==> src/rtl/struct_pkg.sv <==
// Shared word layout for the struct packer/unpacker pair.
// Field order puts fourth at the MSB and first at the LSB of the packed word.
package struct_pkg;

    localparam int STRUCT_W = 4;

    typedef struct packed {
        logic fourth;
        logic third;
        logic second;
        logic first;
    } my_struct_t;

endpackage

==> src/rtl/struct_fifo.sv <==
// Word buffer with natural-wrap pointers and occupancy count.
// Storage is reset so the head word reads as zero, never X, after reset.
module struct_fifo #(
    parameter int DEPTH    = 4,
    parameter int STRUCT_W = 4
) (
    input  logic                         clk,
    input  logic                         rst_n,
    input  logic [STRUCT_W-1:0]          wr_data,
    input  logic                         wr_valid,
    output logic                         wr_ready,
    output logic [STRUCT_W-1:0]          rd_data,
    output logic                         rd_valid,
    input  logic                         rd_ready,
    output logic [$clog2(DEPTH+1)-1:0]   level,
    output logic                         push
);

    localparam int AW = $clog2(DEPTH);
    localparam int LW = $clog2(DEPTH+1);

    logic [STRUCT_W-1:0] mem [DEPTH];
    logic [AW-1:0]       wr_ptr;
    logic [AW-1:0]       rd_ptr;
    logic [LW-1:0]       count;
    logic                armed;
    logic                pop;

    // armed keeps wr_ready low until the first edge after reset release
    assign wr_ready = armed && (count != LW'(DEPTH));
    assign rd_valid = (count != '0);
    assign push     = wr_valid && wr_ready;
    assign pop      = rd_valid && rd_ready;
    assign rd_data  = mem[rd_ptr];
    assign level    = count;

    always_ff @(posedge clk or negedge rst_n) begin
        if (!rst_n) begin
            armed  <= 1'b0;
            wr_ptr <= '0;
            rd_ptr <= '0;
            count  <= '0;
            for (int i = 0; i < DEPTH; i++) begin
                mem[i] <= '0;
            end
        end else begin
            armed <= 1'b1;
            if (push) begin
                mem[wr_ptr] <= wr_data;
                wr_ptr      <= wr_ptr + AW'(1);
            end
            if (pop) begin
                rd_ptr <= rd_ptr + AW'(1);
            end
            case ({push, pop})
                2'b10:   count <= count + LW'(1);
                2'b01:   count <= count - LW'(1);
                default: count <= count;
            endcase
        end
    end

endmodule

==> src/rtl/struct_unpack_rx.sv <==
// Receive side: buffers packed words and presents the oldest as my_struct_t.
// Also keeps a saturating count of accepted words.
module struct_unpack_rx
    import struct_pkg::*;
#(
    parameter int DEPTH = 4
) (
    input  logic                         clk,
    input  logic                         rst_n,
    input  logic [STRUCT_W-1:0]          in_data,
    input  logic                         in_valid,
    output logic                         in_ready,
    output my_struct_t                   out_s,
    output logic                         out_valid,
    input  logic                         out_ready,
    output logic [$clog2(DEPTH+1)-1:0]   level,
    output logic [7:0]                   word_cnt
);

    logic [STRUCT_W-1:0] head;
    logic                push;

    struct_fifo #(
        .DEPTH    (DEPTH),
        .STRUCT_W (STRUCT_W)
    ) u_fifo (
        .clk      (clk),
        .rst_n    (rst_n),
        .wr_data  (in_data),
        .wr_valid (in_valid),
        .wr_ready (in_ready),
        .rd_data  (head),
        .rd_valid (out_valid),
        .rd_ready (out_ready),
        .level    (level),
        .push     (push)
    );

    assign out_s = my_struct_t'(head);

    always_ff @(posedge clk or negedge rst_n) begin
        if (!rst_n) begin
            word_cnt <= '0;
        end else if (push && (word_cnt != 8'hFF)) begin
            word_cnt <= word_cnt + 8'd1;
        end
    end

endmodule

==> config.mk <==
export PLATFORM = sky130hd
export DESIGN_NAME = struct_unpack_rx
export DESIGN_NICKNAME = d
export VERILOG_FILES = /design/src/rtl/struct_pkg.sv /design/src/rtl/struct_fifo.sv /design/src/rtl/struct_unpack_rx.sv
export SDC_FILE = /design/constraint.sdc
export NUM_CORES = 1
export LEC_CHECK = 0
export CAP_MARGIN = 20
export CORE_AREA = 4 4 57 59
export DETAILED_ROUTE_END_ITERATION = 8
export DIE_AREA = 0 0 61 63
export PLACE_DENSITY = 0.86
export SLEW_MARGIN = 5
export SYNTH_ARGS = -nofsm -noshare
export SYNTH_HDL_FRONTEND = slang
export SYNTH_SLANG_ARGS = --single-unit
==> constraint.sdc <==
create_clock -name clk -period 4.7 [get_ports clk]
set_input_delay 1.175 -clock clk [delete_from_list [all_inputs] [get_ports clk]]
set_output_delay 1.175 -clock clk [all_outputs]
set_load 0.01 [all_outputs]
* Word-level counts from Yosys, hierarchy flattened
Cells that the tools add are included.
Word-level totals: flip-flop bits (word level) 32, latch bits 0, RAM bits 0, bits in read-only memories 0, input port bits 8, output and inout port bits 17, logic and storage cells 37, memories 0
Cells by class: $add $sub $neg 5, $mul 0, div/mod/pow operators 0, magnitude comparators 3, equality and inequality tests 4, shift operators 0, multiplexer cells 7, bitwise gates (word level) 2, reductions and logical operators 7
Operators by type and width (count):
- bitwise mux 16 bit | 1
- 2-to-1 mux 4 bit | 3
- adder 8 x 1 -> 8 bit, second input constant | 1
- binary-select mux 4 bit (select 2 bit) | 1
- demux 4 bit (select 2 bit) | 1
- inequality test 8 bit, second input constant | 1
- >= comparator 3 bit, second input constant | 2
- inverter 2 -> 3 bit | 2
- case mux 3 bit (2 select lines) | 1
- logical AND 1 bit | 5
- adder 2 x 1 -> 2 bit, second input constant | 2
- adder 3 x 1 -> 3 bit, second input constant | 1
- < comparator 3 x 1 -> 1 bit, second input constant | 1
- inequality test 3 bit, second input constant | 1
- nonzero test 3 bit | 1
- subtractor 3 x 1 -> 3 bit, second input constant | 1
- equality test 2 x 1 -> 1 bit, second input constant | 1
- equality test 2 bit, second input constant | 1
- nonzero test 2 bit | 1

* Longest topological paths before layout
Gate-level depths: netlist (run 1).
depth after elaboration 6, mapped depth 9, gate-level depth less buffers 9

* Cells and area by module
Synthesis (run 1) repeated with hierarchy kept, for this count alone.
Unflattened totals: cells, all modules 112, area, all modules 1544.0 um^2
By module, submodules not included:
- struct_fifo | times used 1, cells each 78, area each 1136.1 um^2, seq. area each 600.6 um^2
- struct_unpack_rx | times used 1, cells each 34, area each 407.9 um^2, seq. area each 200.2 um^2

* Least setup slack after synthesis (run 1)
OpenSTA, ideal clock, no wires.
kind input to register, start point in in_valid, end point reg u_fifo.count[2], in the netlist u_fifo.level[2], data arrival time 2.398 ns, required time 4.620 ns, path slack 2.223 ns, stages on the path 9, path buffers 0, path through nand2_1 -> a21oi_4 -> inv_4 -> ha_1 -> inv_1 -> fa_1 -> xor2_1 -> nor2_1 -> xor2_1
Between the ends: cells in the longest elaborated chain, start to end 3, elaborated cells on any way between the ends 5, classes of those cells eq/ne (2); mux (1); reduce/logical (2)
Ends and longest elaborated chain:
- start: declaration | line struct_unpack_rx.sv:11 | input logic in_valid,
- logical AND 1 bit (*) | line struct_fifo.sv:32 | assign push = wr_valid && wr_ready;
- equality test 2 x 1 -> 1 bit / equality test 2 bit (equally long branches) | line struct_fifo.sv:55 | case ({push, pop})
- case mux 3 bit (2 select lines) / nonzero test 2 bit (equally long branches)
- end signal: assignment | line struct_fifo.sv:56 | 2'b10: count <= count + LW'(1);
- end signal: assignment | line struct_fifo.sv:57 | 2'b01: count <= count - LW'(1);
- end signal: assignment | line struct_fifo.sv:58 | default: count <= count;
- end: declaration | line struct_fifo.sv:25 | logic [LW-1:0] count;
Every way passes the cells marked *; elsewhere a longest branch is shown, timed or not. A chain may end at the register's enable or synchronous reset.

==> results by group, run 1 <==
Worst setup path
  – Register-to-Register Setup Slack: about 2600 ps
  – Highest net fanout along the worst path: 6
  – Critical path start-end classification: reg2out
  – Req. time, crit path: between 3000 and 4000 ps
  – Worst setup SP type: flip-flop
  – Arrival @ worst endpoint: between 1500 and 2000 ps
  – Setup crit end kind: primary output

Drt
  – Antenna-violating nets left: 0
  – Total Routed Length: around 2700 um
  – DRC violation total after the first TritonRoute iteration: 25
  – Vias post-DR: roughly 960
  – Number of vias per cell after detailed routing: 5.39
  – DRC viols: 0
  – WL/cell: approximately 15 um
  – Number of iterations in the first detailed-routing pass: 4

Placed design
  – RePlAce Congestion: 0.842
  – IO buf count: 24
  – Pre-CTS setup slack: ~1700 ps
  – HPWL after DPL: between 2000 and 2500 um

CTS
  – Level count of the clock H-tree: 2
  – Number of clock buffers inserted by TritonCTS: 5
  – CTS sink cnt: 32
  – Source-to-sink clock delay at the later pin of the worst-skew pair: about 330 ps
  – Hold-fix buffers, CTS: 0
  – CTS tree: done
  – Reg clk slew, reported paths: ~80 ps
  – Clock root buffer: sky130_fd_sc_hd__clkbuf_4
  – Clock buffer depth: 2
  – Buffers inserted by post-CTS timing repair: 0
  – Number of gates given a new drive strength after cts: 0

Pwr
  – Total net switching power: slightly below 400 uW
  – Highest ir drop seen on vdd: between 0.4 and 0.5 mV
  – Net Sw Frac: 0.333
  – Power share of the clock group: 0.134
  – Combinational share of power: 0.435
  – Relative contribution of sequential cells to total power: 0.430
  – Cell area power density: 635 mW/mm2
  – P_leak: 0.819 nW
  – Cell-internal power: 795 uW

Logic synthesis
  – Avg Inst Size Synth: between 10 and 15 um2
  – Post-synthesis register bit count: 32
  – Post-Syn Area: about 0.0015 mm2
  – Distinct cells, synth: 27
  – Share of the synthesized netlist area taken by xor and xnor gates: 0.0638
  – Simple logic cell fraction of the synthesized area: 0.0970
  – Proportion of synthesized chip area in sequential cells: 0.531
  – Gate Count Post-Synth: ~110
  – YS warnings: 0
  – Area share of fa/ha/maj cells after synthesis: 0.0630
  – Share of the synthesized area in compound gates (AO/OA/AOI/OAI): 0.0224
  – Multiplexer area fraction after synthesis: 0.201
  – Combinational family with the most area after synthesis: multiplexers
  – Synthesized Nets: 129

Floorplanning
  – Die Outline Area: around 0.0038 mm2
  – FP Rows: 19
  – Starting utilization of the core area: 0.557
  – Height of the die: about 63 um
  – Core outline area: around 0.0027 mm2
  – Die Wd: between 60 and 70 um
  – I/O pin count: 25

Final layout
  – Share of cells above drive strength 1: 0.245
  – Final cell utilization of the core: 0.693
  – Number of antenna repair diodes: 0
  – Synth-to-Final Area Change: 24.5%
  – Total Nets Final: between 150 and 200

Timing
  – Max-slew violations: 0
  – RSZ-0062 raised after global routing: false
  – Worst slack on hold paths: ~510 ps
  – Post-layout min period: slightly above 3000 ps
  – Final clock skew: ~9.7 ps
  – Total of endpoints with negative setup slack in the final report: 0
  – Number of hold-slack violations in the final timing report: 0
  – Crit share post-route: 0.659
  – Final setup slack of the worst path: about 1600 ps
  – Final setup TNS: 0 ps
  – Highest Clock Rate: 323 MHz

Global routing
  – First-pass GRT wire length: between 4000 and 5000 um
  – Pin count of the biggest net entering global routing: 20
  – GRT Residual Overflow: 0
  – Initial antenna violation count: 0
  – Vias in the first global route: just over 1000
  – Overall routing resource usage: 0.170

Hold path
  – Worst hold path type: reg2reg

Flow run
  – Max Cap Viol: 0

Outcome
  – Run status: finished, final reports clean
==> routing by layer <==
metal,GRT usage,part of all wire,wire length [um]
met2,0.257,0.50,1370
met5,0,0,0
met3,0.0599,0.051,140
met1,0.208,0.41,1130
met4,0.0894,0.030,81
==> area by class of cell <==
class	count	area, um2
inverter	6	25.0
clock buffer	8	58.8
sequential	32	801
fill	209	832
multi-input combinational	75	679
tap	31	38.8
timing repair buffer	26	275
==> path summary, 6_finish.rpt <==
check                            startpoint               to  cells past startpoint
setup / recovery           u_fifo.rd_ptr[0]         out_s[2]                      2
hold / removal                u_fifo.mem[9]    u_fifo.mem[9]                      1
setup reg to reg            u_fifo.level[2]  u_fifo.level[1]                      6
hold reg to reg               u_fifo.mem[9]    u_fifo.mem[9]                      1
max in group asynchronous             rst_n      word_cnt[2]                      2
min in group asynchronous             rst_n    u_fifo.mem[0]                      1
==> flip-flops by register name, summed over array words and instances (netlist names) <==
name and count:
u_fifo.wr_ptr 2, u_fifo.rd_ptr 2, word_cnt 8, u_fifo.mem 16, u_fifo.armed 1, u_fifo.level 3
==> synthesized netlist by cell type, drive strengths merged <==
cell	count	area share
nand4	1	0.0041
a21boi	1	0.0050
nor4	1	0.0083
nand2b	1	0.0041
dfrtp	32	0.53
nand3	4	0.013
inv	6	0.017
or3	1	0.0050
conb	1	0.0025
ha	6	0.050
nor2	5	0.014
o21ai	2	0.0066
xor2	8	0.046
mux2	19	0.14
nor3	3	0.0099
fa	1	0.013
nor3b	1	0.0050
xnor2	3	0.017
a21oi	1	0.011
or2	1	0.0041
mux4	4	0.060
nand2	10	0.025
clkbuf	1	0.0025
and2	1	0.0041
==> cell families after synthesis <==
family | after synthesis
XOR/XNOR | 11
buffers and inverters | 7
AND/OR/NAND/NOR | 29
multiplexers | 23
adder cells (fa/ha/maj) | 7
AO/OA/AOI/OAI | 4
other | 1
flip-flops | 32
==> cell usage in the layout, fill, tap and decap left out <==
master	count
sky130_fd_sc_hd__ha_1	6
sky130_fd_sc_hd__inv_1	5
sky130_fd_sc_hd__and2_1	1
sky130_fd_sc_hd__nor4_2	1
sky130_fd_sc_hd__clkbuf_1	2
sky130_fd_sc_hd__conb_1	1
sky130_fd_sc_hd__nand2_1	10
sky130_fd_sc_hd__mux2_2	18
sky130_fd_sc_hd__a21boi_0	1
sky130_fd_sc_hd__nand3_1	4
sky130_fd_sc_hd__nor2_2	1
sky130_fd_sc_hd__or3_2	1
sky130_fd_sc_hd__clkdlybuf4s50_1	24
sky130_fd_sc_hd__nor3b_1	1
sky130_fd_sc_hd__nor3_1	3
sky130_fd_sc_hd__nor2_1	4
sky130_fd_sc_hd__mux4_2	4
sky130_fd_sc_hd__fa_1	1
sky130_fd_sc_hd__clkbuf_4	5
sky130_fd_sc_hd__xnor2_1	3
sky130_fd_sc_hd__mux2_1	1
sky130_fd_sc_hd__clkbuf_8	1
sky130_fd_sc_hd__o21ai_0	2
sky130_fd_sc_hd__a21oi_4	1
sky130_fd_sc_hd__nand4_1	1
sky130_fd_sc_hd__dfrtp_1	32
sky130_fd_sc_hd__or2_2	1
sky130_fd_sc_hd__buf_16	1
sky130_fd_sc_hd__xor2_1	8
sky130_fd_sc_hd__buf_4	1
sky130_fd_sc_hd__inv_4	1
sky130_fd_sc_hd__nand2b_1	1
==> power groups by stage <==
| stage | clock network [mW] | logic, mW | registers [mW] |
|---|---|---|---|
| floorplan | 0 | 0.309 | 0.499 |
| global placement | 0 | 0.497 | 0.509 |
| detailed placement | 0 | 0.526 | 0.521 |
| CTS | 0.168 | 0.528 | 0.516 |
| global route | 0.183 | 0.566 | 0.532 |
| finish | 0.160 | 0.519 | 0.513 |
==> worst max-delay path, stage by stage, from the launching register on <==
cell and delay [ps]:
sky130_fd_sc_hd__dfrtp_1 550, sky130_fd_sc_hd__mux4_2 560, sky130_fd_sc_hd__clkdlybuf4s50_1 490
==> per-stage QoR <==
| step | cells | power, mW | instance area (um2) |
|---|---|---|---|
| final | 178 | 1.19 | 1880 |
| after global routing | 178 | 1.28 | 1880 |
| after CTS | 178 | 1.21 | 1880 |
| after detailed placement | 170 | 1.05 | 1820 |
| after global placement | 169 | 1.01 | 1790 |
| after floorplan | 114 | 0.808 | 1510 |
(Power assumes the default switching activity.)
==> run 2: changes to the inputs <==
CORE_AREA = 4 4 62 64   (was 4 4 57 59)
DIE_AREA = 0 0 66 68   (was 0 0 61 63)
PLACE_DENSITY = 0.77   (was 0.86)
clock period = 2.8 ns   (was 4.7 ns; I/O delays follow)
==> run 2 against run 1 <==
Via count is 0.10% lower. First-iteration DRC count increased by 68%. Register-to-register slack lost 1900 ps. Largest power group is now sequential cells. Final cell count is 7.9% higher. Sequential share of layout area fell by 0.20 points. Power up 73%. Sequential power is 69% higher. Clock skew decreased by 3.6 ps. Utilization decreased by 12 points. Clock power increased by 110%. Non-clock buffer count is 1 lower. Largest cell class unchanged.
==> results by group, run 2 (synthesized netlist as in run 1, its figures left out) <==
Outcome
  – Run status: finished, final reports clean

Worst setup path
  – Highest net fanout along the worst path: 6 (unchanged)
  – Depth of the worst register-to-register path: 8 (+2)
  – Slowest-stage cell, CP: sky130_fd_sc_hd__dfrtp_1
  – First element of the critical path: u_fifo.rd_ptr[0]
  – Arrival @ worst endpoint: 1930 ps (about the same)
  – Setup crit end kind: primary output
  – Register-to-Register Setup Slack: 680 ps (-1910 ps)
  – Req. time, crit path: 2100 ps (-1420 ps)
  – Critical R2R Capture: u_fifo.level[2]
  – Cells along the critical path: mux4_2, clkdlybuf4s50_1
  – Critical path start-end classification: reg2out
  – Worst setup SP type: flip-flop
  – Start of the worst register-to-register path: u_fifo.level[0]
  – End point of the critical path: out_s[1]
  – Slowest Stage Delay on Critical Path: 560 ps (about the same)

Hold path
  – Start point of the worst hold path: u_fifo.mem[15]
  – Worst hold path type: reg2reg

Final layout
  – Post-layout instance count excluding filler cells: 192 (+7.9%)
  – Share of cells above drive strength 1: 0.247 (+0.00168)
  – Largest register by flop count: u_fifo.mem
  – Number of antenna repair diodes: 0 (unchanged)
  – Flip-flop count of the largest register after layout: 16 (unchanged)
  – Total Nets Final: 160 (-0.62%)
  – Synth-to-Final Area Change: 25.0%
  – Cell area after layout: 0.00189 mm2 (+0.47%)
  – Most frequent cells in the layout: 32 x sky130_fd_sc_hd__dfrtp_1, 24 x sky130_fd_sc_hd__clkdlybuf4s50_1, 18 x sky130_fd_sc_hd__mux2_2
  – Commonest non-fill, non-tap cell in the layout: sky130_fd_sc_hd__dfrtp_1

CTS
  – Reg clk slew, reported paths: 90 ps (about the same)
  – Hold-fix buffers, CTS: 0 (unchanged)
  – Number of clock buffers inserted by TritonCTS: 5 (unchanged)
  – Number of gates given a new drive strength after cts: 0 (unchanged)
  – Clock root buffer: sky130_fd_sc_hd__clkbuf_4
  – Clock buffer depth: 2 (unchanged)
  – CTS tree: done
  – CTS sink cnt: 32 (unchanged)
  – Buffers inserted by post-CTS timing repair: 0 (unchanged)
  – Source-to-sink clock delay at the later pin of the worst-skew pair: 320 ps (about the same)
  – Level count of the clock H-tree: 2 (unchanged)

Global routing
  – GRT Residual Overflow: 0 (unchanged)
  – Vias in the first global route: 962 (-4.9%)
  – Pin count of the biggest net entering global routing: 33 (+65%)
  – First-pass GRT wire length: 4550 um (-2.5%)
  – Initial antenna violation count: 0 (unchanged)
  – Overall routing resource usage: 0.139 (-0.0311)

Timing
  – Highest Clock Rate: roughly 380 MHz
  – Post-layout min period: about 2600 ps
  – Final clock skew: 6.16 ps (-3.58 ps)
  – Worst slack on hold paths: 510 ps (+0.443 ps)
  – Final setup TNS: 0 ps (unchanged)
  – RSZ-0062 raised after global routing: false
  – Total of endpoints with negative setup slack in the final report: 0 (unchanged)
  – Number of hold-slack violations in the final timing report: 0 (unchanged)
  – Crit share post-route: 0.939
  – Max-slew violations: 0 (unchanged)

Drt
  – Vias post-DR: 958 (-0.10%)
  – Total Routed Length: 2720 um (about the same)
  – DRC violation total after the first TritonRoute iteration: 42 (+68%)
  – Number of iterations in the first detailed-routing pass: 4 (unchanged)
  – Antenna-violating nets left: 0 (unchanged)
  – Number of vias per cell after detailed routing: 4.99 (-7.4%)
  – DRC viols: 0 (unchanged)
  – WL/cell: 14.2 um (-7.4%)

Pwr
  – Cell area power density: 1090 mW/mm2 (+72%)
  – P_leak: 0.816 nW (-0.37%)
  – Highest ir drop seen on vdd: 0.514 mV (+11%)

Floorplanning
  – Die Wd: 66 um (+8.2%)
  – Die Outline Area: 0.00449 mm2 (+17%)
  – Core outline area: 0.00328 mm2 (+21%)
  – Height of the die: 68 um (+7.9%)
  – I/O pin count: 25 (unchanged)
  – Starting utilization of the core area: 0.459 (-0.0974)
  – FP Rows: 21 (+2)

Placed design
  – IO buf count: 24 (unchanged)
  – Post-placement cell area: 0.00181 mm2 (-0.48%)
  – RePlAce Congestion: 0.870 (+3.4%)
  – Number of placed cells counting well taps: 184 (+8.2%)
  – HPWL after DPL: 2010 um (-2.6%)

Flow run
  – Max Cap Viol: 0 (unchanged)
## run 2: changes by cell type in the layout (fill, tap and decap cells not counted)
cell	delta
sky130_fd_sc_hd__buf_16	-1
sky130_fd_sc_hd__bufinv_16	+1
sky130_fd_sc_hd__clkbuf_1	-1
sky130_fd_sc_hd__clkbuf_8	-1
sky130_fd_sc_hd__clkinv_2	+1
## run 2: metal layers
metal  up-vias  global-route usage  wire [um]
met1       474               0.162       1150
li1        449                   -          -
met4         0              0.0761         63
met5         -                   0          0
met3         8              0.0460        152
met2        27               0.227       1360
## run 2: worst min path at each step
| stage | to | depth (start not counted) |
|---|---|---|
| finish | u_fifo.mem[15] | 1 |
| global route | u_fifo.mem[9] | 1 |
| floorplan | u_fifo.armed | 0 |
| global placement | u_fifo.mem[6] | 1 |
| detailed placement | u_fifo.mem[0] | 1 |
| CTS | u_fifo.mem[7] | 1 |
## run 2: cell type report
type,count,area (um2)
tap,46,57.6
fill,266,1400
clock buffer,6,41.3
multi-input combinational,75,679
inverter,6,25.0
timing repair buffer,25,248
clock inverter,2,35.0
sequential,32,801
## run 2: where the power goes
group          internal [mW]  total, mW  leakage [nW]  switching (mW)
sequential             0.671      0.865         0.390           0.194
clock                  0.187      0.336        0.0422           0.149
combinational          0.531      0.859         0.384           0.328
total                   1.39       2.06         0.816           0.671
## run 2: worst max-delay path, delay by kind of cell, from the launching register on
kind / cells / cell delay, ps
buffers and inverters: 1 / 490
muxes: 1 / 560
DFF: 1 / 560
## run 2: stage by stage
| step | setup slack [ps] | total power [mW] | utilization |
|---|---|---|---|
| 2_1_floorplan | 738 | 1.36 | - |
| 3_3_place_gp | 315 | 1.70 | 0.551 |
| 3_5_place_dp | 233 | 1.75 | 0.551 |
| 4_1_cts | 108 | 2.10 | 0.574 |
| 5_1_grt | 89.4 | 2.22 | 0.574 |
| 6_report | 170 | 2.06 | 0.574 |
